**src/rtl/usb_tx_serializer.sv**
```systemverilog
// rtl/usb_tx_serializer.sv - USB TX line stage: SYNC, LSB-first serialize, bit stuff, NRZI, EOP (macro USB_TX_BITSTUFF_EN enables stuffing)
module usb_tx_serializer #(
    parameter logic [7:0] SYNC_PATTERN = 8'h80
) (
    input  logic       clk,
    input  logic       rst_n,
    input  logic       tx_to_sop,
    input  logic       tx_to_eop,
    input  logic       tx_to_valid,
    output logic       tx_to_ready,
    input  logic [7:0] tx_to_data,
    output logic       tx_dp,
    output logic       tx_dn,
    output logic       tx_oe,
    output logic       tx_busy,
    output logic       tx_underrun
);

    localparam logic [2:0] ST_IDLE    = 3'd0;
    localparam logic [2:0] ST_SYNC    = 3'd1;
    localparam logic [2:0] ST_DATA    = 3'd2;
    localparam logic [2:0] ST_EOP_SE0 = 3'd3;
    localparam logic [2:0] ST_EOP_J   = 3'd4;

    // Registers describe the bit currently on the line; the next-state logic
    // picks the following bit so that every line output is a flop.
    logic [2:0] state, state_nxt;
    logic [7:0] hold_data, hold_data_nxt;
    logic       hold_eop, hold_eop_nxt;
    logic       hold_valid, hold_valid_nxt;
    logic       eop_taken, eop_taken_nxt;
    logic [7:0] shift_reg, shift_reg_nxt;
    logic       cur_eop, cur_eop_nxt;
    logic [2:0] bit_cnt, bit_cnt_nxt;
    logic       se0_second, se0_second_nxt;
    logic       line_j, line_j_nxt;
    logic       dp_nxt, dn_nxt, oe_nxt, underrun_nxt;
    logic       accept, stuff_due;
    logic       raw_valid, raw_bit, enc_base;
    logic [2:0] bit_cnt_inc;
`ifdef USB_TX_BITSTUFF_EN
    logic [2:0] ones_cnt, ones_nxt, ones_base;
`endif

    assign tx_to_ready = ~hold_valid & ~eop_taken & (state != ST_EOP_SE0) & (state != ST_EOP_J);
    assign tx_busy     = (state != ST_IDLE);
    assign accept      = tx_to_valid & tx_to_ready;
    assign bit_cnt_inc = bit_cnt + 3'd1;
`ifdef USB_TX_BITSTUFF_EN
    assign stuff_due   = (ones_cnt == 3'd6);
`else
    assign stuff_due   = 1'b0;
`endif

    // Choose the next line bit (sync, data, stuff or EOP) and encode it
    always_comb begin
        state_nxt      = state;
        hold_data_nxt  = hold_data;
        hold_eop_nxt   = hold_eop;
        hold_valid_nxt = hold_valid;
        eop_taken_nxt  = eop_taken;
        shift_reg_nxt  = shift_reg;
        cur_eop_nxt    = cur_eop;
        bit_cnt_nxt    = bit_cnt;
        se0_second_nxt = se0_second;
        line_j_nxt     = line_j;
        dp_nxt         = 1'b1;
        dn_nxt         = 1'b0;
        oe_nxt         = 1'b0;
        underrun_nxt   = 1'b0;
        raw_valid      = 1'b0;
        raw_bit        = 1'b0;
        enc_base       = line_j;
`ifdef USB_TX_BITSTUFF_EN
        ones_base      = ones_cnt;
        ones_nxt       = ones_cnt;
`endif
        // Bytes without sop arriving while idle are swallowed, not held
        if (accept && ((state != ST_IDLE) || tx_to_sop)) begin
            hold_data_nxt  = tx_to_data;
            hold_eop_nxt   = tx_to_eop;
            hold_valid_nxt = 1'b1;
            if (tx_to_eop) eop_taken_nxt = 1'b1;
        end
        case (state)
            ST_IDLE: begin
                line_j_nxt = 1'b1;
`ifdef USB_TX_BITSTUFF_EN
                ones_nxt   = 3'd0;
`endif
                if (accept && tx_to_sop) begin
                    state_nxt   = ST_SYNC;
                    bit_cnt_nxt = 3'd0;
                    raw_valid   = 1'b1;
                    raw_bit     = SYNC_PATTERN[0];
                    enc_base    = 1'b1;
`ifdef USB_TX_BITSTUFF_EN
                    ones_base   = 3'd0;
`endif
                end
            end
            ST_SYNC, ST_DATA: begin
                if (stuff_due) begin
                    // Stuffed zero: toggle the line, hold the shifter
                    line_j_nxt = ~line_j;
                    dp_nxt     = ~line_j;
                    dn_nxt     = line_j;
                    oe_nxt     = 1'b1;
`ifdef USB_TX_BITSTUFF_EN
                    ones_nxt   = 3'd0;
`endif
                end else if (bit_cnt != 3'd7) begin
                    bit_cnt_nxt = bit_cnt_inc;
                    raw_valid   = 1'b1;
                    if (state == ST_SYNC) begin
                        raw_bit = SYNC_PATTERN[bit_cnt_inc];
                    end else begin
                        shift_reg_nxt = {1'b0, shift_reg[7:1]};
                        raw_bit       = shift_reg[1];
                    end
                end else if ((state == ST_SYNC) || (!cur_eop && hold_valid)) begin
                    state_nxt      = ST_DATA;
                    bit_cnt_nxt    = 3'd0;
                    shift_reg_nxt  = hold_data;
                    cur_eop_nxt    = hold_eop;
                    hold_valid_nxt = 1'b0;
                    raw_valid      = 1'b1;
                    raw_bit        = hold_data[0];
                end else begin
                    // Either the eop byte finished or upstream ran dry
                    state_nxt      = ST_EOP_SE0;
                    se0_second_nxt = 1'b0;
                    dp_nxt         = 1'b0;
                    oe_nxt         = 1'b1;
                    underrun_nxt   = ~cur_eop;
                end
            end
            ST_EOP_SE0: begin
                oe_nxt = 1'b1;
                if (!se0_second) begin
                    se0_second_nxt = 1'b1;
                    dp_nxt         = 1'b0;
                end else begin
                    state_nxt = ST_EOP_J;
                end
            end
            ST_EOP_J: begin
                // Leftovers (e.g. a byte caught on an underrun edge) are dropped
                state_nxt      = ST_IDLE;
                hold_valid_nxt = 1'b0;
                eop_taken_nxt  = 1'b0;
                line_j_nxt     = 1'b1;
            end
            default: state_nxt = ST_IDLE;
        endcase
        if (raw_valid) begin
            line_j_nxt = raw_bit ? enc_base : ~enc_base;
            dp_nxt     = line_j_nxt;
            dn_nxt     = ~line_j_nxt;
            oe_nxt     = 1'b1;
`ifdef USB_TX_BITSTUFF_EN
            ones_nxt   = raw_bit ? (ones_base + 3'd1) : 3'd0;
`endif
        end
    end

    // State and registered line outputs; reset forces an idle J line at once
    always_ff @(posedge clk or negedge rst_n) begin
        if (!rst_n) begin
            state       <= ST_IDLE;
            hold_data   <= 8'h00;
            hold_eop    <= 1'b0;
            hold_valid  <= 1'b0;
            eop_taken   <= 1'b0;
            shift_reg   <= 8'h00;
            cur_eop     <= 1'b0;
            bit_cnt     <= 3'd0;
            se0_second  <= 1'b0;
            line_j      <= 1'b1;
            tx_dp       <= 1'b1;
            tx_dn       <= 1'b0;
            tx_oe       <= 1'b0;
            tx_underrun <= 1'b0;
`ifdef USB_TX_BITSTUFF_EN
            ones_cnt    <= 3'd0;
`endif
        end else begin
            state       <= state_nxt;
            hold_data   <= hold_data_nxt;
            hold_eop    <= hold_eop_nxt;
            hold_valid  <= hold_valid_nxt;
            eop_taken   <= eop_taken_nxt;
            shift_reg   <= shift_reg_nxt;
            cur_eop     <= cur_eop_nxt;
            bit_cnt     <= bit_cnt_nxt;
            se0_second  <= se0_second_nxt;
            line_j      <= line_j_nxt;
            tx_dp       <= dp_nxt;
            tx_dn       <= dn_nxt;
            tx_oe       <= oe_nxt;
            tx_underrun <= underrun_nxt;
`ifdef USB_TX_BITSTUFF_EN
            ones_cnt    <= ones_nxt;
`endif
        end
    end

endmodule

```
**config.mk**
```make
export PLATFORM = sky130hd
export DESIGN_NAME = usb_tx_serializer
export DESIGN_NICKNAME = d
export VERILOG_FILES = /design/src/rtl/usb_tx_serializer.sv
export SDC_FILE = /design/constraint.sdc
export NUM_CORES = 1
export LEC_CHECK = 0
export ABC_CLOCK_PERIOD_IN_PS = 6100
export CORE_MARGIN = 5
export CORE_UTILIZATION = 50
export CTS_CLUSTER_SIZE = 24
export DETAILED_ROUTE_END_ITERATION = 6
export GPL_TIMING_DRIVEN = 0
export MAX_ROUTING_LAYER = met4
export PLACE_DENSITY = 0.73
export SYNTH_ARGS = -nofsm -noshare
export SYNTH_HDL_FRONTEND = slang
export SYNTH_SLANG_ARGS = --single-unit
export TNS_END_PERCENT = 10
```
**constraint.sdc**
```tcl
create_clock -name clk -period 6.1 [get_ports clk]
set_clock_uncertainty 0.1 [all_clocks]
set_input_delay 1.525 -clock clk [delete_from_list [all_inputs] [get_ports clk]]
set_output_delay 1.525 -clock clk [all_outputs]
set_load 0.01 [all_outputs]
```
* Word level (Yosys, flattened, before mapping) *
Memory sizes are Yosys's and may differ from the RTL's.
Cells that the tools add are included.

storage, ports and cells
  flip-flop bits (word level) = 32
  bits in read-only memories = 8
  input port bits = 13
  output and inout bits = 6
  logic and storage cells = 109
  memories kept = 1

cells by class
  add/subtract/negate cells = 1
  magnitude comparators = 1
  eq/ne operators = 13
  mux-type cells = 47
  bitwise logic cells = 10
  reductions and logical operators = 22

memories
  memory           depth  width  rd ports  clocked after Yosys merged registers in  wr ports  line  source
  (no name shown)  8      1      1         0                                        0         116   raw_bit = SYNC_PATTERN[bit_cnt_inc];

operator list
  cell                                                         number
  two-way mux 1 bit                                            31
  two-way mux 8 bit                                            3
  two-way mux 3 bit                                            6
  AND reduction 3 bit                                          5
  nonzero test 2 bit                                           6
  != test 2 bit (second input constant)                        5
  case mux 1 bit (2 select lines)                              5
  != test 3 bit (second input constant)                        3
  case mux 3 bit (3 select lines)                              1
  == test 3 x 2 -> 1 bit (second input constant)               2
  inverter 1 bit                                               6
  case mux 3 bit (2 select lines)                              1
  AND 1 bit                                                    4
  less-than comparator 3 x 4 -> 1 bit (second input constant)  1
  OR reduction 2 bit                                           2
  adder 3 x 1 -> 3 bit (second input constant)                 1
  == test 3 x 1 -> 1 bit (second input constant)               1
  == test 3 bit (second input constant)                        1
  logical AND 1 bit                                            3
  logical NOT 3 bit                                            1
  != test 3 x 2 -> 1 bit (second input constant)               1
  nonzero test 3 bit                                           1
  logical OR 1 bit                                             2
  AND reduction 2 bit                                          1
  logical NOT 1 bit                                            1

* Longest topological paths before layout *
  depth after elaboration = 12
  depth in mapped cells = 8
  mapped depth without buffers = 7

* Worst setup path after synthesis *
No wires, ideal clock.

  path kind = flip-flop to output port
  start = register state[0]
  end = output tx_busy
  data arrival time = 0.968 ns
  data required time = 4.475 ns
  slack = 3.507 ns
  cell stages (with the launch flop) = 3
  buffers on the path = 1
  cell sequence = dfrtp_1 -> buf_2 -> or3_1

on the way
  longest elaborated chain between the ends = 1

ends and longest elaborated chain
  item                    line  source
  from (decl)             27    logic [2:0] state, state_nxt;
  from (signal assigned)  188   state <= state_nxt;
  nonzero test 3 bit      46    assign tx_busy = (state != ST_IDLE);
  to (decl)               15    output logic tx_busy,

Every way passes these cells.

* Worst setup path after layout *
  start = register state[0]
  end = output tx_to_ready

on the way
  longest elaborated chain between the ends = 3
  elaborated cells on any way between the ends = 4
  classes of those cells = 2 x eq/ne; 2 x bitwise

ends and longest elaborated chain
  item                    line  source
  != test 3 x 2 -> 1 bit  45    assign tx_to_ready = ~hold_valid & ~eop_taken & (state != ST_EOP_SE0) & (state != ST_EOP_J);
  AND 1 bit               45
  AND 1 bit *             45
  to (decl)               10    output logic tx_to_ready,

Mark *: on every way between the ends. The rest lies on a longest branch, timed or not.

==> run_results.csv <==
group,metric,value,unit
run_status,outcome,"complete, no violations",
critical_path,cp_slowest_cell,"clkdlybuf4s50_1",
critical_path,reg2reg_to,"shift_reg[6]",
critical_path,crit_type,"reg2out",
logic_synthesis,yosys.area_share.adder,0.0253,
critical_path,slowest_delay,0.50,ns
critical_path,r2r_slack,3.99,ns
cts,clockBufferDepth,2,
placed_design,port-buffer-count,18,
grt,antenna_found_initial,0,
cts,clk_latency,0.33,ns
critical_path,worstSetupEndpointType,"output pin",
routing,post_drt_via_cell_ratio,5.68,
sta,holdWs,0.395,ns
routing,drt_iter0_markers,49,
placed_design,dpl_cell_area,1700,sq um
cts,clkSlewWorstSetupHoldPaths,0.09,ns
sta,maxSlewHeadroom,0.557,
sta,post-route-period-util,0.572,
floorplan,rows,19,
cts,cts_htree_levels,2,
critical_path,crit_arrival,1.86,ns
sta,tightest_slew,0.665,ns
final_layout,fillers,247,
routing,wl_per_cell,14.7,um
logic_synthesis,synth_area,1480,sq um
grt,grt_max_degree,32,
floorplan,dieArea,4150,sq um
routing,drc,0,
critical_path,timing.critical_path.buf_inv,2,
sta,fmax,287,MHz
floorplan,core,2810,sq um
power_and_ir_drop,leakage,0.778,nW
logic_synthesis,muxShareOfSynthArea,0.119,
logic_synthesis,synth_area_leaders,"dfrtp_1, mux2_2, a21oi_1, mux2i_1, dfstp_2",
min_path,min_path_type,"reg2reg",
critical_path,worstPathRequired,4.47,ns
floorplan,ios,19,
sta,fin_tns_setup,0,ns
logic_synthesis,syn_inst,141,
logic_synthesis,ys_ff_latch,31,
flow_run,max_cap_violations,0,
routing,wirelength,2920,um
critical_path,rr_worst_depth,8,
logic_synthesis,yosys.area.top_type_share,0.489,
cts,cts.sinks,31,
final_layout,fin_area,1800,sq um
min_path,hp-start,"hold_eop",
logic_synthesis,yosys_warnings,0,
logic_synthesis,synth_top_family_by_area,"simple AND/OR/NAND/NOR gates",
cts,cts_buffers,5,
final_layout,fin_nets,182,
sta,setup_slack,2.61,ns
grt,grt_pass1_wl,5160,um
critical_path,r2r_start,"bit_cnt[0]",
placed_design,dp_hpwl,2170,um
routing,drtPass1Iterations,4,
logic_synthesis,synth_simple_gate_area_frac,0.148,
min_path,holdPathStages,1,
placed_design,pre_cts_ws,2.89,ns
final_layout,synthToLayoutAreaGrowth,21.3,%
critical_path,crit_cells,4,
min_path,worstHoldEndpoint,"hold_eop",
cts,cts_tree,"built",
floorplan,start_util,0.529,
routing,vias,1125,
floorplan,die_w,64.5,um
logic_synthesis,avgSynthCellArea,10.5,sq um
sta,setup_viol,0,
cts,cts_hold_buffers,0,
logic_synthesis,yosysSeqAreaShare,0.525,
critical_path,start_kind,"flip-flop",
final_layout,drive_gt1_frac,0.156,
grt,grtUsageTotal,0.169,
final_layout,antenna-diode-count,0,
grt,grt_pass1_vias,1219,
critical_path,crit_path_max_fanout,10,
sta,slew_viol_final,0,
logic_synthesis,synth_xor_xnor_area_share,0,
critical_path,cpLargestDelayFamily,"buffers and inverters",
final_layout,largest_register_ffs,8,
sta,finalCriticalPeriod,3.49,ns
logic_synthesis,mappedNetlistNets,157,
logic_synthesis,synth_area_leader_cell,"dfrtp_1",
placed_design,place.gp.congestion,0.942,
sta,rsz0062_at_grt,"false",
cts,cts_post_setup_buffers_inserted,0,
critical_path,worstPathCellList,"buf_2, nor2_1, a21oi_1, clkdlybuf4s50_1",
logic_synthesis,synth-compound-area-share,0.138,
power_and_ir_drop,ir_drop,0.234,mV
cts,post_cts_resized,0,
floorplan,die_h,64.5,um
power_and_ir_drop,power.density,495,nW/um^2
logic_synthesis,synth_cell_types,39,
cts,cts_root_buffer,"clkbuf_4",
sta,report.final.hold_viol_count,0,
final_layout,final_util,0.641,
routing,antenna_left,0,
grt,grt-ovfl-total,0,
## where the power goes
part / switching (mW) / internal (mW)
registers: 0.0612 / 0.298
logic: 0.163 / 0.168
clock network: 0.0701 / 0.128
## layer usage
| layer | global-route usage | part of all wire |
|---|---|---|
| met1 | 0.182 | 0.42 |
| met2 | 0.272 | 0.50 |
| met3 | 0.0587 | 0.046 |
| met4 | 0.0950 | 0.033 |
| met5 | - | 0 |
## through the flow
stage,power [mW],std cells
4_1_cts,0.899,198
6_report,0.889,198
2_1_floorplan,0.591,141
5_1_grt,0.962,198
3_3_place_gp,0.678,190
3_5_place_dp,0.699,190
## synth_stat cells
master,n
o31ai_1,1
clkbuf_1,2
clkinv_1,1
a211oi_2,1
o21ai_0,7
or2_1,1
nor2b_1,3
dfrtp_1,29
a21oi_1,14
a22oi_1,1
ha_1,3
nand4bb_1,2
nor3_1,1
nand2_1,9
and3_1,1
mux2_4,1
o211ai_1,1
a32o_1,1
a21o_1,1
nand3_1,2
o32ai_1,1
nand3b_1,1
buf_2,3
nor2_1,14
o21bai_1,1
nor4b_1,1
dfstp_2,2
o21ai_1,1
nand2b_1,3
inv_1,9
a2bb2oi_1,1
buf_4,1
mux2_2,9
a221oi_1,1
a211oi_1,1
nand4_1,1
nor3_2,1
mux2i_1,6
or3_1,2
## worst max-delay path by stage
stage / from / endpoint / slack (ns)
3_5_place_dp: rst_n / hold_data[3] / 2.89
2_1_floorplan: state[0] / tx_busy / 3.51
3_3_place_gp: rst_n / hold_data[3] / 2.89
4_1_cts: state[0] / tx_busy / 2.59
6_report: state[0] / tx_to_ready / 2.61
5_1_grt: state[0] / tx_to_ready / 2.51
## placed cells by master, fill, tap and decap left out, types with 5 or more instances in the layout
cell type / count
dfrtp_1: 29
clkdlybuf4s50_1: 17
nor2_1: 14
a21oi_1: 14
inv_1: 9
nand2_1: 9
mux2_2: 9
o21ai_0: 7
mux2i_1: 6
clkbuf_4: 5
## kinds of logic after synthesis
logic type                 Yosys count
and+or+nand+nor                     42
AOI/OAI and AO/OA                   33
DFF                                 31
buffers and inverters               16
muxes                               16
adders and majority gates            3
## area by class of cell
cell class	count	area, sq um	area share
Buffer	6	30.0	0.0167
Inverter	10	37.5	0.0209
Sequential cell	31	778	0.433
Clock inverter	2	60.1	0.0334
Tap cell	31	38.8	0.0216
Clock buffer	6	41.3	0.0230
Multi-Input combinational cell	94	637	0.354
Timing Repair Buffer	18	175	0.0974
No activity file was read; power rests on OpenSTA's default activity.
